### src/rtl/control_sequencer_pkg.sv
// control_sequencer_pkg: control-word bit indices, opcodes and strobe helper for the SAP sequencer
package control_sequencer_pkg;
    localparam int HLT = 0, MI = 1, RI = 2, RO = 3, IO = 4, II = 5, AI = 6, AO = 7;
    localparam int EO = 8, SU = 9, BI = 10, OI = 11, CE = 12, CO = 13, J = 14, FI = 15;
    typedef enum logic [3:0] {
        OP_NOP = 4'h0, OP_LDA = 4'h1, OP_ADD = 4'h2, OP_SUB = 4'h3,
        OP_STA = 4'h4, OP_LDI = 4'h5, OP_JMP = 4'h6, OP_JC  = 4'h7,
        OP_JZ  = 4'h8, OP_OUT = 4'hE, OP_HLT = 4'hF
    } opcode_e;
    function automatic logic [15:0] sb(input int b);
        return 16'(1) << b;
    endfunction
endpackage

### src/rtl/control_sequencer_microstep_counter.sv
// microstep_counter: T-state counter with synchronous clear, restart-to-zero and hold
module microstep_counter (
    input  logic       clk,
    input  logic       clear,
    input  logic       restart,
    input  logic       hold,
    output logic [2:0] step
);
    always_ff @(posedge clk)
        step <= clear ? 3'd0 : hold ? step : restart ? 3'd0 : step + 3'd1;
endmodule

### src/rtl/control_sequencer.sv
// control_sequencer: T-state tracking and combinational microcode decode for the 4-bit SAP CPU
module control_sequencer
    import control_sequencer_pkg::*;
#(
    parameter int NUM_STEPS = 5
) (
    input  logic        clk,
    input  logic        clear,
    input  logic [3:0]  opcode,
    input  logic        flag_carry,
    input  logic        flag_zero,
    output logic [15:0] ctrl_word,
    output logic [2:0]  step,
    output logic        halted,
    output logic        pc_enable,
    output logic        pc_jump_n,
    output logic        pc_bus_enable_n
);
    logic [15:0] dec;
    logic [2:0]  last;
    logic        hlt_now;
    // Hold must include the HLT T2 edge itself so step freezes at 2 as halted rises.
    assign hlt_now = !halted && step == 3'd2 && opcode == OP_HLT;
    assign last = (opcode == OP_ADD || opcode == OP_SUB) ? 3'(NUM_STEPS - 1) :
                  (opcode == OP_LDA || opcode == OP_STA) ? 3'd3 : 3'd2;
    microstep_counter u_cnt (
        .clk     (clk),
        .clear   (clear),
        .restart (step == last),
        .hold    (halted || hlt_now),
        .step    (step)
    );
    always_ff @(posedge clk)
        halted <= clear ? 1'b0 : halted || hlt_now;
    always_comb begin
        dec = '0;
        casez ({opcode, step})
            7'b????000: dec = sb(CO) | sb(MI);
            7'b????001: dec = sb(RO) | sb(II) | sb(CE);
            {OP_LDA, 3'd2}, {OP_ADD, 3'd2}, {OP_SUB, 3'd2}, {OP_STA, 3'd2}:
                dec = sb(IO) | sb(MI);
            {OP_LDA, 3'd3}: dec = sb(RO) | sb(AI);
            {OP_ADD, 3'd3}, {OP_SUB, 3'd3}: dec = sb(RO) | sb(BI);
            {OP_ADD, 3'd4}: dec = sb(EO) | sb(AI) | sb(FI);
            {OP_SUB, 3'd4}: dec = sb(EO) | sb(SU) | sb(AI) | sb(FI);
            {OP_STA, 3'd3}: dec = sb(AO) | sb(RI);
            {OP_LDI, 3'd2}: dec = sb(IO) | sb(AI);
            {OP_JMP, 3'd2}: dec = sb(IO) | sb(J);
            {OP_JC, 3'd2}:  dec = flag_carry ? sb(IO) | sb(J) : '0;
            {OP_JZ, 3'd2}:  dec = flag_zero ? sb(IO) | sb(J) : '0;
            {OP_OUT, 3'd2}: dec = sb(AO) | sb(OI);
            {OP_HLT, 3'd2}: dec = sb(HLT);
            default:        dec = '0;
        endcase
    end
    assign ctrl_word       = clear ? '0 : halted ? sb(HLT) : dec;
    assign pc_enable       = ctrl_word[CE];
    assign pc_jump_n       = ~ctrl_word[J];
    assign pc_bus_enable_n = ~ctrl_word[CO];
endmodule

### config.mk
export PLATFORM = sky130hd
export DESIGN_NAME = control_sequencer
export DESIGN_NICKNAME = d
export VERILOG_FILES = /design/src/rtl/control_sequencer_pkg.sv /design/src/rtl/control_sequencer_microstep_counter.sv /design/src/rtl/control_sequencer.sv
export SDC_FILE = /design/constraint.sdc
export NUM_CORES = 1
export LEC_CHECK = 0
export BUFFER_PORTS_ARGS = -buffer_cell sky130_fd_sc_hd__buf_4
export CORE_ASPECT_RATIO = 0.75
export CORE_MARGIN = 3
export CORE_UTILIZATION = 30
export CTS_CLUSTER_DIAMETER = 60
export DETAILED_ROUTE_END_ITERATION = 16
export GPL_TIMING_DRIVEN = 0
export SETUP_SLACK_MARGIN = 0.1
export SYNTH_ARGS = -nofsm -noshare
export SYNTH_HDL_FRONTEND = slang
export SYNTH_HIERARCHICAL = 1
export SYNTH_SLANG_ARGS = --single-unit
### constraint.sdc
create_clock -name clk -period 2.6 [get_ports clk]
set_input_delay 0.13 -clock clk [delete_from_list [all_inputs] [get_ports clk]]
set_output_delay 0.13 -clock clk [all_outputs]
set_load 0.02 [all_outputs]
### After elaboration in Yosys (flattened, before gate mapping)

Cells that the tools add are included.
W data, S select, Z words.

| word-level totals | value |
|---|---|
| bits in registers | 4 |
| input bits | 8 |
| logic and storage cells | 46 |

| cells by class | value |
|---|---|
| $add $sub $neg | 1 |
| eq/ne operators | 24 |
| mux-type cells | 8 |
| bitwise operators | 2 |
| reductions and logical operators | 9 |

Operators by type and width:

| operator | number |
|---|---|
| $pmux W16 S14 | 1 |
| $eq A7 B5 Y1 const B | 6 |
| $eq A7 B6 Y1 const B | 5 |
| $mux W16 | 2 |
| $mux W15 | 2 |
| $eq A7 B7 Y1 const B | 3 |
| $eq A7 B4 Y1 const B | 2 |
| $eq A4 B2 Y1 const B | 2 |
| $mux W3 | 2 |
| $eq A4 B1 Y1 const B | 1 |
| $eq A4 B3 Y1 const B | 1 |
| $eq A4 B4 Y1 const B | 1 |
| $reduce_or A4 Y1 | 1 |
| $add A3 B1 Y3 const B | 1 |
| $eq A3 B1 Y1 const B | 1 |
| $eq A3 B2 Y1 const B | 1 |
| $eq A3 B3 Y1 | 1 |
| $logic_not A3 Y1 | 1 |
| $logic_or A1 B1 Y1 | 3 |
| $logic_and A1 B1 Y1 | 2 |
| $not A1 Y1 | 2 |
| $reduce_or A2 Y1 | 1 |
| $logic_not A1 Y1 | 1 |
| $mux W1 | 1 |

### Longest topological paths before layout

Gate-level depths: netlist (run 1).

| depth | value |
|---|---|
| depth in word-level cells | 6 |
| gate-level depth with buffers | 6 |
| gate-level depth less buffers | 5 |

### By module

Netlist (run 1), hierarchy kept.

Modules (own cells, without submodules):

| module | times used | cells each | area each (µm²) |
|---|---|---|---|
| control_sequencer | 1 | 61 | 417.9 |
| microstep_counter | 1 | 14 | 147.6 |

### Worst setup path before layout (run 1)

OpenSTA, ideal clock, no wires.

| timing path | value |
|---|---|
| path kind | input port to output port |
| from | input port opcode[2] |
| to | output port ctrl_word[15] |
| arrival time | 1,679 ps |
| required time | 2,470 ps |
| setup slack | 791 ps |
| cell stages on the path | 5 |
| cell sequence | buf_6 -> or3b_4 -> or4b_4 -> nor2_1 -> buf_4 |

| on the way | value |
|---|---|
| word-level cells in the longest chain between the ends | 5 |
| elaborated cells between the ends (all ways) | 21 |

Ends and longest elaborated chain:

| item | RTL line | source |
|---|---|---|
| from (decl) | control_sequencer.sv:9 | `input logic [3:0] opcode,` |
| $eq A7 B4 Y1 (tied with other cells) | control_sequencer.sv:37 | `casez ({opcode, step})` |
| $reduce_or A4 Y1 or $reduce_or A2 Y1 (tied branches) | control_sequencer.sv:37 |  |
| $pmux W16 S14 (*) | control_sequencer.sv:37 |  |
| $mux W16 (*) (2 in a row) | control_sequencer.sv:56 | `assign ctrl_word = clear ? '0 : halted ? sb(HLT) : dec;` |
| to (decl) | control_sequencer.sv:12 | `output logic [15:0] ctrl_word,` |

Every way passes the cells marked *; elsewhere a longest branch is shown, timed or not.

### Worst setup path in the final report (run 1)

| timing path | value |
|---|---|
| from | register u_cnt.step[2] |
| to | register u_cnt.step[2] |

| on the way | value |
|---|---|
| word-level cells in the longest chain between the ends | 4 |
| elaborated cells between the ends (all ways) | 7 |

Ends and longest elaborated chain:

| item | RTL line | source |
|---|---|---|
| from (decl) | control_sequencer_microstep_counter.sv:7 | `output logic [2:0] step` |
| from (signal assigned) | control_sequencer_microstep_counter.sv:10 | `step <= clear ? 3'd0 : hold ? step : restart ? 3'd0 : step + 3'd1;` |
| branches (longest 4 deep; another with $add A3 B1 Y3) | -- |  |

Parallel ways; which one is timed is not known.
A chain may end at the register's enable or synchronous reset.

==> results of run 1 <==
cells in the mapped netlist:
library cell  number
a21oi_1            5
nand3b_1           2
or3b_2             1
a31oi_1            1
or3b_4             1
and4_1             1
a21oi_2            1
and3b_1            1
a21o_1             2
a41o_1             1
nand4_1            2
o21ba_1            1
or3_1              2
nand2b_1           2
and2b_1            1
a21boi_0           1
or3b_1             1
nor4_1             3
nor2b_1            3
xor2_1             2
o21ai_0            2
nor2_1             5
or2_2              1
ha_1               1
nor3_2             1
nor3_1             3
or4b_4             2
a22oi_1            1
nand2_1            6
nand3_1            1
and2_2             1
buf_6              2
a211oi_1           1
inv_1              3
nand4bb_1          1
dfxtp_1            4
o22ai_2            1
clkbuf_1           1
buf_4              4
final cells by class:
type / count / area (µm²) / share of cell area
multi-input cells: 61 / 418 / 0.507
flip-flops and latches: 4 / 80.1 / 0.0971
repair buffers: 28 / 210 / 0.255
inverters: 3 / 11.3 / 0.0137
clock buffers: 3 / 22.5 / 0.0273
well taps: 21 / 26.3 / 0.0319
plain buffers: 7 / 56.3 / 0.0683
metrics by stage:
| step | setup WS (ns) | cell area (µm²) | util | cells |
|---|---|---|---|---|
| floorplan | 0.791 | 566 | - | 75 |
| global placement | 0.803 | 802 | 0.495 | 124 |
| detailed placement | 0.784 | 802 | 0.495 | 124 |
| CTS | 0.747 | 825 | 0.508 | 127 |
| global route | 0.660 | 825 | 0.508 | 127 |
| finish | 0.758 | 825 | 0.508 | 127 |
cells by family (layout without fill, tap and decap cells):
kind of cell / after synthesis / after routing / share of synthesized area
simple gates: 41 / 41 / 0.473
compound gates: 17 / 17 / 0.212
buf+inv: 10 / 41 / 0.119
flops: 4 / 4 / 0.142
xor+xnor: 2 / 2 / 0.0310
fa+ha+maj: 1 / 1 / 0.0221
power groups by stage:
stage / logic, W / clock network [W] / registers, W
floorplan: 0.000141 / 0 / 0.000101
global placement: 0.000228 / 0 / 0.0000955
detailed placement: 0.000231 / 0 / 0.0000963
CTS: 0.000233 / 0.0000812 / 0.0000955
global route: 0.000253 / 0.0000864 / 0.0000981
finish: 0.000232 / 0.0000781 / 0.0000954
critical path: stages (launching register included):
cell	delay (ns)
dfxtp_1	0.49
and2b_1	0.26
a41o_1	0.34
or4b_4	0.54
o22ai_2	0.14
sequential cells by signal, summed over array words and instances (netlist names):
signal / count
halted: 1
u_cnt/step: 3
cells in the final DEF (no fill, tap or decap), types with 2 or more instances in the layout:
| master | netlist | final |
|---|---|---|
| buf_4 | 4 | 32 |
| nand2_1 | 6 | 6 |
| nor2_1 | 5 | 5 |
| a21oi_1 | 5 | 5 |
| dfxtp_1 | 4 | 4 |
| inv_1 | 3 | 3 |
| nor4_1 | 3 | 3 |
| nor2b_1 | 3 | 3 |
| nor3_1 | 3 | 3 |
| clkbuf_4 | 0 | 3 |
| buf_6 | 2 | 2 |
| or4b_4 | 2 | 2 |
| xor2_1 | 2 | 2 |
| nand4_1 | 2 | 2 |
| nand3b_1 | 2 | 2 |
| a21o_1 | 2 | 2 |
| or3_1 | 2 | 2 |
| o21ai_0 | 2 | 2 |
| nand2b_1 | 2 | 2 |
layer usage:
metal,routed length [µm],share of wire
met2,669,0.42
met5,0,0
met4,0,0
met3,146,0.092
met1,777,0.49
how the worst max path moves through the flow:
stage | endpoint | slack (ns) | cells after the start
5_1_grt | u_cnt/step[2] | 0.66 | 5
6_report | u_cnt/step[2] | 0.76 | 4
3_3_place_gp | u_cnt/step[2] | 0.80 | 4
3_5_place_dp | u_cnt/step[2] | 0.78 | 4
2_1_floorplan | ctrl_word[15] | 0.79 | 5
4_1_cts | ctrl_word[15] | 0.75 | 5
==> results.sh, run 1 <==
export IMPL_ioPinCount=31
export IMPL_initial_core_util=0.349
export IMPL_yosysTopAreaCell="dfxtp_1"
export IMPL_syn_area_um2=566
export IMPL_cts_buffers_inserted=3
export IMPL_cts_tree="built"
export IMPL_holdWs_ns=0.131
export IMPL_diodes=0
export IMPL_cts_repair_resized=0
export IMPL_clk_pin_slew_ns=0.04
export IMPL_syn_mean_instance_area_um2=7.54
export IMPL_finalWirelength_um=1590
export IMPL_p_leak_nw=0.389
export IMPL_antenna_found_initial=0
export IMPL_final_layout_size_suffix_gt1_frac=0.434
export IMPL_grt_overflow=0
export IMPL_synth_warnings=6
export IMPL_grtUsageMet3=0.0506
export IMPL_netSwitchingPower_w=0.000175
export IMPL_cts_hold_buf=0
export IMPL_grt_usage=0.130
export IMPL_synthCells=75
export IMPL_drt_iter0_markers=9
export IMPL_peakVddDrop_v=0.000344
export IMPL_root_buffer="clkbuf_4"
export IMPL_hp_class="input port to flop"
export IMPL_cp_end_kind="flop"
export IMPL_ys_ff_latch=4
export IMPL_cp_startpoint="u_cnt/step[2]"
export IMPL_drc_errors=0
export IMPL_clkPwrFrac=0.193
export IMPL_core_area_um2=1620
export IMPL_rsz0062_at_grt="false"
export IMPL_cap_violations=0
export IMPL_skew_ns=0.00423
export IMPL_insertion_delay_ns=0.24
export IMPL_grt_pass1_vias=562
export IMPL_fin_crit_sh=0.708
export IMPL_hold_start="clear"
export IMPL_vias_per_cell=5.25
export IMPL_num_rows=12
export IMPL_n_fill_cell=169
export IMPL_hpwl_um=1220
export IMPL_crit_path_max_fanout=9
export IMPL_grt_pass1_wl_um=2550
export IMPL_vias=667
export IMPL_worstSetupStartpointType="flop"
export IMPL_antenna_left=0
export IMPL_p_comb_frac=0.572
export IMPL_required_ns=2.77
export IMPL_routedWlPerCell_um=12.5
export IMPL_finalHoldViolations=0
export IMPL_grt_busiest_layer="met2"
export IMPL_nets=117
export IMPL_switching_share=0.432
export IMPL_dieArea_um2=2450
export IMPL_r2r_end="u_cnt/step[2]"
export IMPL_cp_data_arrival_time_ns=2.01
export IMPL_p_seq_frac=0.236
export IMPL_r2r_setup_slack_ns=0.76
export IMPL_cts_setup_buffers=0
export IMPL_clock_path_buffers=2
export IMPL_firstDrtPassIters=4
export IMPL_finalSetupTns_ns=0
export IMPL_fmax_mhz=543
export IMPL_die_w_um=56.1
export IMPL_worstRegToRegCells=4
export IMPL_power_density_nw_per_um2=491
export IMPL_synthesis_nets=84
export IMPL_ys_types=39
export IMPL_yosysTopAreaCellShare=0.142
export IMPL_area_delta_synth_final_pct=45.8
export IMPL_internal_power_w=0.000230
export IMPL_die_h_um=43.6
export IMPL_status="complete, no violations"
export IMPL_tightest_slew_ns=0.509
export IMPL_grt_max_degree=12
export IMPL_seq_area_frac_synth=0.142
export IMPL_worstSetupPathType="flop to flop"
export IMPL_slew_violations=0
export IMPL_clock_sinks=4
export IMPL_synthTopCellsByArea="dfxtp_1, buf_4, or4b_4, a21oi_1, buf_6"
export IMPL_hold_end="u_cnt/step[1]"
export IMPL_r2r_start="u_cnt/step[2]"
export IMPL_use_met1=0.180
export IMPL_slew_headroom=0.658
export IMPL_power_total_w=0.000405
export IMPL_place_port_buffers=28
export IMPL_setup_violations=0
export IMPL_cts_max_level=1
export IMPL_min_path_cells=2
export IMPL_use_met2=0.191
export IMPL_routabilityCongestion=0.801
export IMPL_period_minus_slack_ns=1.84
(Power assumes the default switching activity.)
==> run 2, diff against run 1 <==
==> constraint.sdc (replaced) <==
create_clock -name clk -period 1.9 [get_ports clk]
set_input_delay 0.095 -clock clk [delete_from_list [all_inputs] [get_ports clk]]
set_output_delay 0.095 -clock clk [all_outputs]
set_load 0.02 [all_outputs]
==> results.sh, run 2 (same netlist as run 1, synthesis figures left out) <==
export IMPL_p_leak_nw=0.389
export IMPL_p_seq_frac=0.237
export IMPL_crit_path_max_fanout=9
export IMPL_internal_power_w=0.000322
export IMPL_tightest_slew_ns=0.379
export IMPL_routabilityCongestion=0.801
export IMPL_drt_iter0_markers=8
export IMPL_cts_buffers_inserted=3
export IMPL_die_w_um=56.1
export IMPL_largest_register_ffs=3
export IMPL_root_buffer="clkbuf_4"
export IMPL_grt_pass1_vias=562
export IMPL_cts_tree="built"
export IMPL_finalSetupTns_ns=0
export IMPL_worstSetupStartpointType="flop"
export IMPL_grt_overflow=0
export IMPL_finalHoldViolations=0
export IMPL_switching_share=0.430
export IMPL_setup_violations=0
export IMPL_finalWirelength_um=1600
export IMPL_cts_hold_buf=0
export IMPL_worstSetupPathType="flop to output pin"
export IMPL_area_delta_synth_final_pct=49.3
export IMPL_rsz0062_at_grt="false"
export IMPL_fin_crit_sh=0.911
export IMPL_core_area_um2=1620
export IMPL_cp_data_arrival_time_ns=1.64
export IMPL_routedWlPerCell_um=12.6
export IMPL_drc_errors=0
export IMPL_power_density_nw_per_um2=670
export IMPL_slew_headroom=0.747
export IMPL_cts_max_level=1
export IMPL_period_minus_slack_ns=1.73
export IMPL_mostFrequentLayoutCells="buf_4, nand2_1, a21oi_1"
export IMPL_diodes=0
export IMPL_ioPinCount=31
export IMPL_netSwitchingPower_w=0.000243
export IMPL_dieArea_um2=2450
export IMPL_skew_ns=0.00508
export IMPL_clkPwrFrac=0.190
export IMPL_clk_pin_slew_ns=0.04
export IMPL_clock_sinks=4
export IMPL_antenna_left=0
export IMPL_hpwl_um=1220
export IMPL_cap_violations=0
export IMPL_antenna_found_initial=0
export IMPL_largestRegisters="u_cnt/step x3, halted x1"
export IMPL_nets=117
export IMPL_slew_violations=0
export IMPL_status="complete, no violations"
export IMPL_cp_end_kind="output pin"
export IMPL_final_common_cell="buf_4"
export IMPL_grt_usage=0.130
export IMPL_p_comb_frac=0.573
export IMPL_required_ns=1.80
export IMPL_insertion_delay_ns=0.24
export IMPL_final_layout_size_suffix_gt1_frac=0.481
export IMPL_fmax_mhz=578
export IMPL_hp_class="input port to flop"
export IMPL_num_rows=12
export IMPL_n_fill_cell=164
export IMPL_cts_setup_buffers=0
export IMPL_grt_max_degree=12
export IMPL_final_util=0.521
export IMPL_top_register="u_cnt/step"
export IMPL_peakVddDrop_v=0.000473
export IMPL_firstDrtPassIters=4
export IMPL_die_h_um=43.6
export IMPL_place_port_buffers=28
export IMPL_initial_core_util=0.349
export IMPL_vias=656
export IMPL_grt_pass1_wl_um=2550
export IMPL_vias_per_cell=5.17
export IMPL_clock_path_buffers=2
[run 2: cell types whose count changed in the layout (fill, tap and decap cells not counted)]
cell      previous run  this run
dfxtp_1              4         2
dfxtp_2              0         2
a211oi_1             1         0
a211oi_2             0         1
a41o_1               1         0
a41o_2               0         1
buf_4               32        31
buf_6                2         3
nor2_1               5         4
nor2_4               0         1
[run 2: worst max-delay path: stages, from the launching register on]
cell and delay [ns]:
dfxtp_1 0.35, buf_6 0.15, or4b_4 0.57, nor2_4 0.10, buf_4 0.10, buf_4 0.12
[run 2: path summary, 6_finish.rpt]
check / start / depth (start not counted) / slack (ns) / end
worst max-delay path: u_cnt/step[0] / 5 / 0.17 / ctrl_word[15]
worst min register to register: u_cnt/step[0] / 2 / 0.54 / u_cnt/step[0]
worst min-delay path: clear / 2 / 0.09 / u_cnt/step[1]
worst max register to register: u_cnt/step[2] / 4 / 0.19 / u_cnt/step[2]
[run 2: metal layers]
layer  global-route usage  vias up  wire [µm]
met4               0.0284        0          0
met3               0.0506        0        122
met5                    0        -          0
met1                0.180      295        783
met2                0.191       23        696
li1                     -      338          -
[run 2: cell type report]
cell class / count / area (µm²) / share of cell area
repair buffers: 28 / 210 / 0.249
clock buffers: 3 / 22.5 / 0.0267
multi-input cells: 61 / 432 / 0.511
well taps: 21 / 26.3 / 0.0311
flip-flops and latches: 4 / 82.6 / 0.0978
inverters: 3 / 11.3 / 0.0133
plain buffers: 7 / 60.1 / 0.0711
[run 2: what timing repair did]
action / in CTS / in global routing
setup endpoints to repair: 2 / 5
resized for setup: 2 / 5
cloned: 0 / 0
[run 2: power by group through the flow]
| stage | sequential, W | combinational (W) | clock, W |
|---|---|---|---|
| 2_1_floorplan | 0.000138 | 0.000192 | 0 |
| 3_3_place_gp | 0.000131 | 0.000312 | 0 |
| 3_5_place_dp | 0.000132 | 0.000317 | 0 |
| 4_1_cts | 0.000131 | 0.000319 | 0.000111 |
| 5_1_grt | 0.000138 | 0.000353 | 0.000118 |
| 6_report | 0.000134 | 0.000324 | 0.000108 |
[run 2: metrics by stage]
step	std cells	total power [W]	instance area, µm²	setup slack, ns	hold slack (ns)
after CTS	127	0.000561	828	0.119	0.0833
final	127	0.000565	845	0.169	0.0880
after global routing	127	0.000609	845	0.0942	0.0918
after floorplan	75	0.000331	566	0.124	0.164
after global placement	124	0.000443	802	0.103	0.328
after detailed placement	124	0.000449	802	0.0839	0.334
